## src/rtl/mult_div_unit.sv

```systemverilog
// Multicycle signed multiply (radix-2 Booth) / divide (restoring) unit.
// Results land in hi/lo on the done pulse; divide by zero leaves hi/lo untouched.
module mult_div_unit #(
   parameter int WIDTH = 32
) (
   input  logic             clk,
   input  logic             reset,
   input  logic             start,
   input  logic             op,
   input  logic [WIDTH-1:0] a,
   input  logic [WIDTH-1:0] b,
   output logic             busy,
   output logic             done,
   output logic             div_zero,
   output logic [WIDTH-1:0] hi,
   output logic [WIDTH-1:0] lo,
   output logic [1:0]       state_dbg
);

   localparam int CW = (WIDTH > 1) ? $clog2(WIDTH) : 1;

   typedef enum logic [1:0] {IDLE, MULT, DIV, FINISH} state_t;

   state_t           state, state_nxt;
   logic [CW-1:0]    cnt;
   logic [WIDTH-1:0] acc_hi;   // Booth A / division partial remainder
   logic [WIDTH-1:0] acc_lo;   // Booth Q / dividend shifting into quotient
   logic             acc_q1;
   logic [WIDTH-1:0] mcand;    // multiplicand or |divisor|
   logic             op_r, dz_r, neg_q, neg_r;
   logic             last_step, accept;
   logic [WIDTH:0]   booth_sum, div_shift, div_diff;

   assign last_step = (cnt == CW'(WIDTH - 1));
   // A start landing in the done cycle must not launch a new operation.
   assign accept    = (state == IDLE) && start && !done;
   assign busy      = (state != IDLE);
   assign state_dbg = state;

   always_ff @(posedge clk) begin
      if (reset) state <= IDLE;
      else       state <= state_nxt;
   end

   always_comb begin
      state_nxt = state;
      case (state)
         IDLE:   if (accept) begin
                    if (op && (b == '0)) state_nxt = FINISH;
                    else if (op)         state_nxt = DIV;
                    else                 state_nxt = MULT;
                 end
         MULT:   if (last_step) state_nxt = FINISH;
         DIV:    if (last_step) state_nxt = FINISH;
         FINISH: state_nxt = IDLE;
         default: state_nxt = IDLE;
      endcase
   end

   // Booth add/sub done one bit wider so the arithmetic shift sees the true sign.
   always_comb begin
      booth_sum = {acc_hi[WIDTH-1], acc_hi};
      case ({acc_lo[0], acc_q1})
         2'b01:   booth_sum = {acc_hi[WIDTH-1], acc_hi} + {mcand[WIDTH-1], mcand};
         2'b10:   booth_sum = {acc_hi[WIDTH-1], acc_hi} - {mcand[WIDTH-1], mcand};
         default: booth_sum = {acc_hi[WIDTH-1], acc_hi};
      endcase
   end

   assign div_shift = {acc_hi, acc_lo[WIDTH-1]};
   assign div_diff  = div_shift - {1'b0, mcand};

   always_ff @(posedge clk) begin
      if (reset) begin
         hi       <= '0;
         lo       <= '0;
         done     <= 1'b0;
         div_zero <= 1'b0;
         cnt      <= '0;
         acc_hi   <= '0;
         acc_lo   <= '0;
         acc_q1   <= 1'b0;
         mcand    <= '0;
         op_r     <= 1'b0;
         dz_r     <= 1'b0;
         neg_q    <= 1'b0;
         neg_r    <= 1'b0;
      end else begin
         done     <= 1'b0;
         div_zero <= 1'b0;
         case (state)
            IDLE: if (accept) begin
               cnt    <= '0;
               acc_hi <= '0;
               acc_q1 <= 1'b0;
               op_r   <= op;
               dz_r   <= op && (b == '0);
               neg_q  <= a[WIDTH-1] ^ b[WIDTH-1];
               neg_r  <= a[WIDTH-1];
               if (op) begin
                  acc_lo <= a[WIDTH-1] ? -a : a;
                  mcand  <= b[WIDTH-1] ? -b : b;
               end else begin
                  acc_lo <= b;
                  mcand  <= a;
               end
            end
            MULT: begin
               acc_hi <= booth_sum[WIDTH:1];
               acc_lo <= {booth_sum[0], acc_lo[WIDTH-1:1]};
               acc_q1 <= acc_lo[0];
               cnt    <= cnt + CW'(1);
            end
            DIV: begin
               acc_hi <= div_diff[WIDTH] ? div_shift[WIDTH-1:0] : div_diff[WIDTH-1:0];
               acc_lo <= {acc_lo[WIDTH-2:0], ~div_diff[WIDTH]};
               cnt    <= cnt + CW'(1);
            end
            FINISH: begin
               done     <= 1'b1;
               div_zero <= dz_r;
               if (!dz_r) begin
                  if (op_r) begin
                     lo <= neg_q ? -acc_lo : acc_lo;
                     hi <= neg_r ? -acc_hi : acc_hi;
                  end else begin
                     hi <= acc_hi;
                     lo <= acc_lo;
                  end
               end
            end
            default: ;
         endcase
      end
   end

endmodule

```

## config.mk

```make
export PLATFORM = sky130hd
export DESIGN_NAME = mult_div_unit
export DESIGN_NICKNAME = d
export VERILOG_FILES = /design/src/rtl/mult_div_unit.sv
export SDC_FILE = /design/constraint.sdc
export NUM_CORES = 1
export LEC_CHECK = 0
export CAP_MARGIN = 10
export CELL_PAD_IN_SITES_DETAIL_PLACEMENT = 1
export CELL_PAD_IN_SITES_GLOBAL_PLACEMENT = 1
export CORE_MARGIN = 5
export CORE_UTILIZATION = 45
export DETAILED_ROUTE_END_ITERATION = 8
export PLACE_DENSITY = 0.92
export SYNTH_ARGS = -nofsm -noshare
export SYNTH_HDL_FRONTEND = slang
export SYNTH_SLANG_ARGS = --single-unit
```

## constraint.sdc

```tcl
create_clock -name clk -period 11.2 [get_ports clk]
set_input_delay 2.24 -clock clk [delete_from_list [all_inputs] [get_ports clk]]
set_output_delay 2.24 -clock clk [all_outputs]
set_load 0.01 [all_outputs]
```

==> qor.txt, run 1 <==
Clock power share = 0.184
Post-Syn Nets = 2130
Number of global-route vias before repair = 16100
Std-Cell Rows = 66
Routed len/inst = 23.6 um
Comb power frac = 0.548
Worst Tran Pin Value = 1.20 ns
Hold Path Depth = 2
CP Max Fanout = 5
Post-Synth Adder-Cell Area = 0.0683
Compound-Gate Fraction of Synth Area = 0.310
Minimum hold slack = 0.466 ns
Post-CTS Setup Bufs = 0
Final setup vio count = 0
Vias = 16100
M1 WL = 25000 um
Most used flip-flop cell after synthesis = dfxtp_1
Ys Warns = 0
Pwr dens = 202 nW/um^2
Final ANT Viol Nets = 0
Leakage Power = 6.32 nW
Post-Route Setup TNS = 0 ns
CTS clk-pin slew, worst paths = 0.07 ns
Outcome = completed
Starting density of the core = 0.454
Max Slew Vio Count = 0
Post-synthesis cell count = 1983
Worst Skew = 0.0122 ns
Largest cells by area after synthesis = dfxtp_1 (24%), nor2_1 (7.3%), ha_1 (6.6%)
Post-Synth Simple-Gate Area = 0.200
CP startpoint kind = input pin
Peak Freq = 188 MHz
NetSw = 1.68 mW
Largest net degree at the start of global routing = 111
CTS Buf Count = 17
# IOs = 137
Routed wire length = 58500 um
Fill cells = 4070
Critical path type = in2reg
Later-pin clock latency in the skew report = 0.46 ns
Top-area cell type share of the netlist area = 0.237
Bufs on Longest Clock Path = 2
HPWL Detailed = 43200 um
Number of diodes = 0
CTS H-tree lvls = 4
P_int = 1.73 mW
Fin crit period = 5.32 ns
Peak supply drop = 0.149 mV
Rel. slew slack = 0.199
Cell area after synthesis = 14700 um^2
Total GRT Usage = 0.311
RSZ-0062 raised after global routing = false
Post-synthesis mux area share = 0.0245
# hold bufs at CTS = 0
Vias per std cell = 6.50
R2R cell count = 16
Die X-Extent = 191 um
Worst hold path class = reg2reg
Starting DRT DRC Count = 1873
PortBufs = 136
Post-synth EDFFs = 0
Share of layout cells above drive strength 1 = 0.0466
Hold Violations, Final = 0
Clock sink total = 174
Total power = 3.41 mW
Nature of the critical path endpoint = flop
Max cap viols = 0
Post-Synth XOR/XNOR Area = 0.109
Synth Register Bits = 174
Uppermost layer routed = met4
Area delta synth->final = 14.9%
Length of the first detailed-routing pass in iterations = 6
GPL Wtd Cong = 0.948
Post-cts resize count = 0
Net Sw Frac = 0.492
Seq pwr share = 0.268
Crit path DAT = 5.64 ns
Fin crit share = 0.475
Grt ovf = 0
Share of the yosys chip area belonging to registers = 0.237
CTS tree = built
Post-synth top area cell = dfxtp_1
Die Y = 191 um
Req. time, crit path = 11.52 ns
DR WL met3 = 4560 um
Post-route DRC = 0
Post-Syn Area per Cell = 7.41 um^2
Antenna violations before repair = 0
DR WL met2 = 26900 um
Die Area = 36400 um^2
First-pass GRT wire length = 90900 um
Final instance area = 16900 um^2
Total Nets Final = 2171
Synth unique cells = 74
CTS Root Cell = clkbuf_16
Ys async rst share = 0
Largest family of logic cells by synthesized area = compound AO/OA/AOI/OAI gates
Core area = 32400 um^2
Cell Area, Placed = 16200 um^2
per-stage QoR:
| step | setup WS, ns | utilization | instances |
|---|---|---|---|
| floorplan | 6.58 | - | 1983 |
| global placement | 5.78 | 0.501 | 2444 |
| detailed placement | 5.63 | 0.501 | 2444 |
| CTS | 6.07 | 0.520 | 2476 |
| global route | 5.79 | 0.521 | 2479 |
| finish | 5.88 | 0.521 | 2479 |
kinds of logic (layout without fill, tap and decap cells):
kind of cell	count (synthesis)	in the layout
mux	34	34
compound gates	670	670
fa+ha+maj	79	79
buf+inv	203	257
simple gates	641	641
flops	174	174
xor+xnor	182	182
worst max-delay path: stages:
cell and delay, ns:
clkdlybuf4s50_1 0.50, nor4_2 0.63, nand4b_1 0.38, nand2b_1 0.32, or3_1 0.49, o41ai_1 0.40
xor2_1 0.18, a21oi_1 0.09, a221oi_1 0.33, nor2_1 0.08
routing by layer:
metal	global-route usage	vias up
li1	-	7365
met1	0.419	7914
met2	0.500	696
met3	0.0564	137
met4	0.114	0
met5	0	-
Yosys cell counts (33+ instances only):
cell        n
nand2_1   143
o21ai_0   106
xor2_1    103
dfxtp_1   174
nor3_1     33
a22oi_1    49
ha_1       77
a211oi_1  103
xnor2_1    79
a21o_1     39
clkbuf_1  121
inv_1      68
nor2_1    287
a21oi_1   157
a221oi_1   35
power by group through the flow:
stage	combinational [mW]	clock (mW)	sequential [mW]
2_1_floorplan	1.30	0	0.830
3_3_place_gp	1.72	0	0.903
3_5_place_dp	1.80	0	0.913
4_1_cts	1.83	0.627	0.901
5_1_grt	2.01	0.654	0.923
6_report	1.87	0.627	0.915
sequential cells by signal, indices dropped and copies added (netlist names):
name and flops:
done 1, hi 32, acc_hi 32, acc_lo 32
state_dbg 2, neg_r 1, neg_q 1, lo 32
dz_r 1, acc_q1 1, op_r 1, cnt 5
mcand 32, div_zero 1
cell type report:
type,instances,area [um^2],area share
inverters,68,255,0.0151
multi-input cells,1606,10500,0.619
clock inverters,15,173,0.0102
repair buffers,157,1540,0.0912
well taps,442,553,0.0328
clock buffers,17,425,0.0252
flip-flops and latches,174,3480,0.206
final timing paths:
| check | startpoint | endpoint | slack (ns) |
|---|---|---|---|
| worst min register to register | hi[24] | hi[24] | 0.47 |
| worst max register to register | mcand[13] | acc_hi[29] | 6.35 |
| worst max-delay path | a[3] | acc_lo[29] | 5.88 |
| worst min-delay path | hi[24] | hi[24] | 0.47 |
placed cells by master (no fill, tap or decap), drive strengths merged, types with 13 or more instances in the layout:
master         instances
nor2                 287
dfxtp                174
a21oi                157
nand2                143
clkdlybuf4s50        134
o21ai                107
xor2                 103
a211oi               103
xnor2                 79
ha                    77
inv                   74
a22oi                 49
a21o                  39
a221oi                35
nor3                  33
o31ai                 32
or3                   25
nand3                 23
and2                  22
buf                   21
and3                  20
nor4                  20
mux2i                 18
clkbuf                18
o41ai                 17
a311oi                17
mux2                  16
o21a                  16
nand2b                16
or4                   15
a31oi                 14
o211ai                13
Note: power is estimated with default switching activity, not from simulation.
==> run 2: changes to the inputs <==
--- a/config.mk
+++ b/config.mk
@@ -9,9 +9,9 @@
 export CELL_PAD_IN_SITES_DETAIL_PLACEMENT = 1
 export CELL_PAD_IN_SITES_GLOBAL_PLACEMENT = 1
 export CORE_MARGIN = 5
-export CORE_UTILIZATION = 45
+export CORE_UTILIZATION = 44
 export DETAILED_ROUTE_END_ITERATION = 8
-export PLACE_DENSITY = 0.92
+export PLACE_DENSITY = 0.91
 export SYNTH_ARGS = -nofsm -noshare
 export SYNTH_HDL_FRONTEND = slang
 export SYNTH_SLANG_ARGS = --single-unit
==> constraint.sdc (replaced) <==
create_clock -name clk -period 5.25 [get_ports clk]
set_input_delay 1.05 -clock clk [delete_from_list [all_inputs] [get_ports clk]]
set_output_delay 1.05 -clock clk [all_outputs]
set_load 0.01 [all_outputs]
==> qor.txt, run 2 (same netlist as run 1, synthesis figures left out) <==
Outcome = completed
# IOs = 137 (unchanged)
CTS H-tree lvls = 4 (unchanged)
Commonest cells after routing, fill and taps aside = nor2_1 (287), dfxtp_1 (174), a21oi_1 (157), nand2_1 (143), clkdlybuf4s50_1 (134)
Antenna violations before repair = 0 (unchanged)
GPL Wtd Cong = 0.977 (+3.1%)
RR Endpoint = acc_hi[28]
R2R Path Start = mcand[2]
CP bufs+invs = 1 (unchanged)
CTS tree = built
Final Core Density = 0.509 (-0.0127)
Final ANT Viol Nets = 0 (unchanged)
R2R Setup Slk = 0.53 ns (-5.82 ns)
Post-Route Setup TNS = 0 ns (unchanged)
Crit path launch = mcand[2]
Largest net degree at the start of global routing = 105 (-5.4%)
Total GRT Usage = 0.303 (-0.00787)
First-pass GRT wire length = 89200 um (-1.9%)
Routed wire length = 58200 um (-0.57%)
Nature of the critical path endpoint = flop
Vias per std cell = 6.40 (-1.6%)
Die Y = 193 um (+1.1%)
R2R cell count = 17 (+1)
CTS Root Cell = clkbuf_16
Fin crit period = 4.72 ns
Total power = 7.27 mW (+110%)
Core area = 33300 um^2 (+2.8%)
Cell Count, Final, Fillers Out = 2491 (+0.48%)
Peak Freq = 212 MHz
Die Area = 37100 um^2 (+2.2%)
Leakage Power = 6.36 nW (+0.70%)
Placed Cells = 2458 (+0.57%)
Post-cts resize count = 0 (unchanged)
Area delta synth->final = 15.2%
Commonest non-fill, non-tap cell in the layout = nor2_1
Worst hold path class = reg2reg
CP startpoint kind = flop
CTS clk-pin slew, worst paths = 0.09 ns (+0.02 ns)
Req. time, crit path = 5.60 ns (-5.92 ns)
HPWL Detailed = 44200 um (+2.4%)
Worst Tran Pin Value = 1.17 ns (-0.0308 ns)
CTS Buf Count = 17 (unchanged)
Fin crit share = 0.899
Peak supply drop = 0.386 mV (+160%)
Number of global-route vias before repair = 15700 (-2.1%)
Die X-Extent = 193 um (+1.1%)
PortBufs = 136 (unchanged)
Slowest-stage cell, CP = a2111oi_0
Critical path type = reg2reg
Grt ovf = 0 (unchanged)
Top delay family on crit path = simple AND/OR/NAND/NOR gates
Bufs on Longest Clock Path = 2 (unchanged)
Hold Violations, Final = 0 (unchanged)
Max Slew Vio Count = 0 (unchanged)
CP max stage delay = 0.57 ns (-0.06 ns)
Crit path to = acc_hi[28]
Number of diodes = 0 (unchanged)
Starting density of the core = 0.441 (-0.0124)
Starting DRT DRC Count = 1577 (-16%)
Minimum hold slack = 0.469 ns (+0.00286 ns)
Length of the first detailed-routing pass in iterations = 6 (unchanged)
# hold bufs at CTS = 0 (unchanged)
Post-route DRC = 0 (unchanged)
Share of layout cells above drive strength 1 = 0.0499 (+0.00329)
Critical path depth = 17 (+7)
Rel. slew slack = 0.211 (+0.0123)
Max cap viols = 0 (unchanged)
Final setup vio count = 0 (unchanged)
Total Nets Final = 2177 (+0.28%)
Fill cells = 4184 (+2.8%)
Register Area = 3480 um^2 (unchanged)
RSZ-0062 raised after global routing = false
CP Max Fanout = 6 (+1)
Area of the multi-input gates = 10500 um^2 (unchanged)
Crit path DAT = 5.08 ns (-0.56 ns)
Cells along the critical path = nor4_1 > and3_1 > nand2_1 > nor2_1 > a41oi_1 > xnor2_1 > ha_1 > and3_1 > and2_1 > nand3_1 > a2111oi_0 > buf_4 > o21ai_0 > a211oi_1 > or3_1 > nand3_1 > a221oi_1
Routed len/inst = 23.4 um (-1.1%)
Std-Cell Rows = 67 (+1.5%)
Pwr dens = 429 nW/um^2 (+110%)
Worst Skew = 0.0238 ns (+0.0116 ns)
Post-CTS Setup Bufs = 0 (unchanged)
Vias = 15900 (-1.1%)
Later-pin clock latency in the skew report = 0.47 ns (about the same)
Clock sink total = 174 (unchanged)
-- run 2: area by class of cell --
cell class / count / area share
repair buffers: 163 / 0.0933
inverters: 68 / 0.0151
flip-flops and latches: 174 / 0.206
clock buffers: 18 / 0.0259
clock inverters: 14 / 0.00961
multi-input cells: 1606 / 0.617
well taps: 448 / 0.0331
-- run 2: worst min-delay path by stage --
stage | startpoint | to | slack [ns] | cells past startpoint
final | hi[30] | hi[30] | 0.47 | 2
after detailed placement | hi[28] | hi[28] | 0.46 | 2
after global placement | hi[28] | hi[28] | 0.45 | 2
after CTS | hi[28] | hi[28] | 0.48 | 2
after floorplan | neg_r | neg_r | 0.44 | 2
after global routing | hi[28] | hi[28] | 0.48 | 2
-- run 2: tightest hold or removal path: stages, from the launching register on --
cell	delay (ns)
dfxtp_1	0.32
nand2_1	0.05
a21oi_1	0.05
-- run 2: power by group --
group          leakage [nW]  total, mW  internal, mW  switching (mW)
clock                 0.295       1.34         0.658           0.681
sequential             1.42       1.94          1.54           0.392
combinational          4.65       3.99          1.49            2.50
-- run 2: per-stage QoR --
step,setup slack (ns),cell area (um^2)
final,0.529,16900
after global routing,0.180,16900
after global placement,0.865,16300
after floorplan,1.32,14700
after detailed placement,0.729,16300
after CTS,0.655,16900
-- run 2: layer usage --
layer / share of wire / routed length, um / up-vias / track usage
li1: - / - / 7374 / -
met1: 0.43 / 25200 / 7809 / 0.409
met2: 0.46 / 26600 / 615 / 0.488
met3: 0.074 / 4330 / 138 / 0.0503
met4: 0.035 / 2040 / 0 / 0.111
met5: 0 / 0 / - / 0
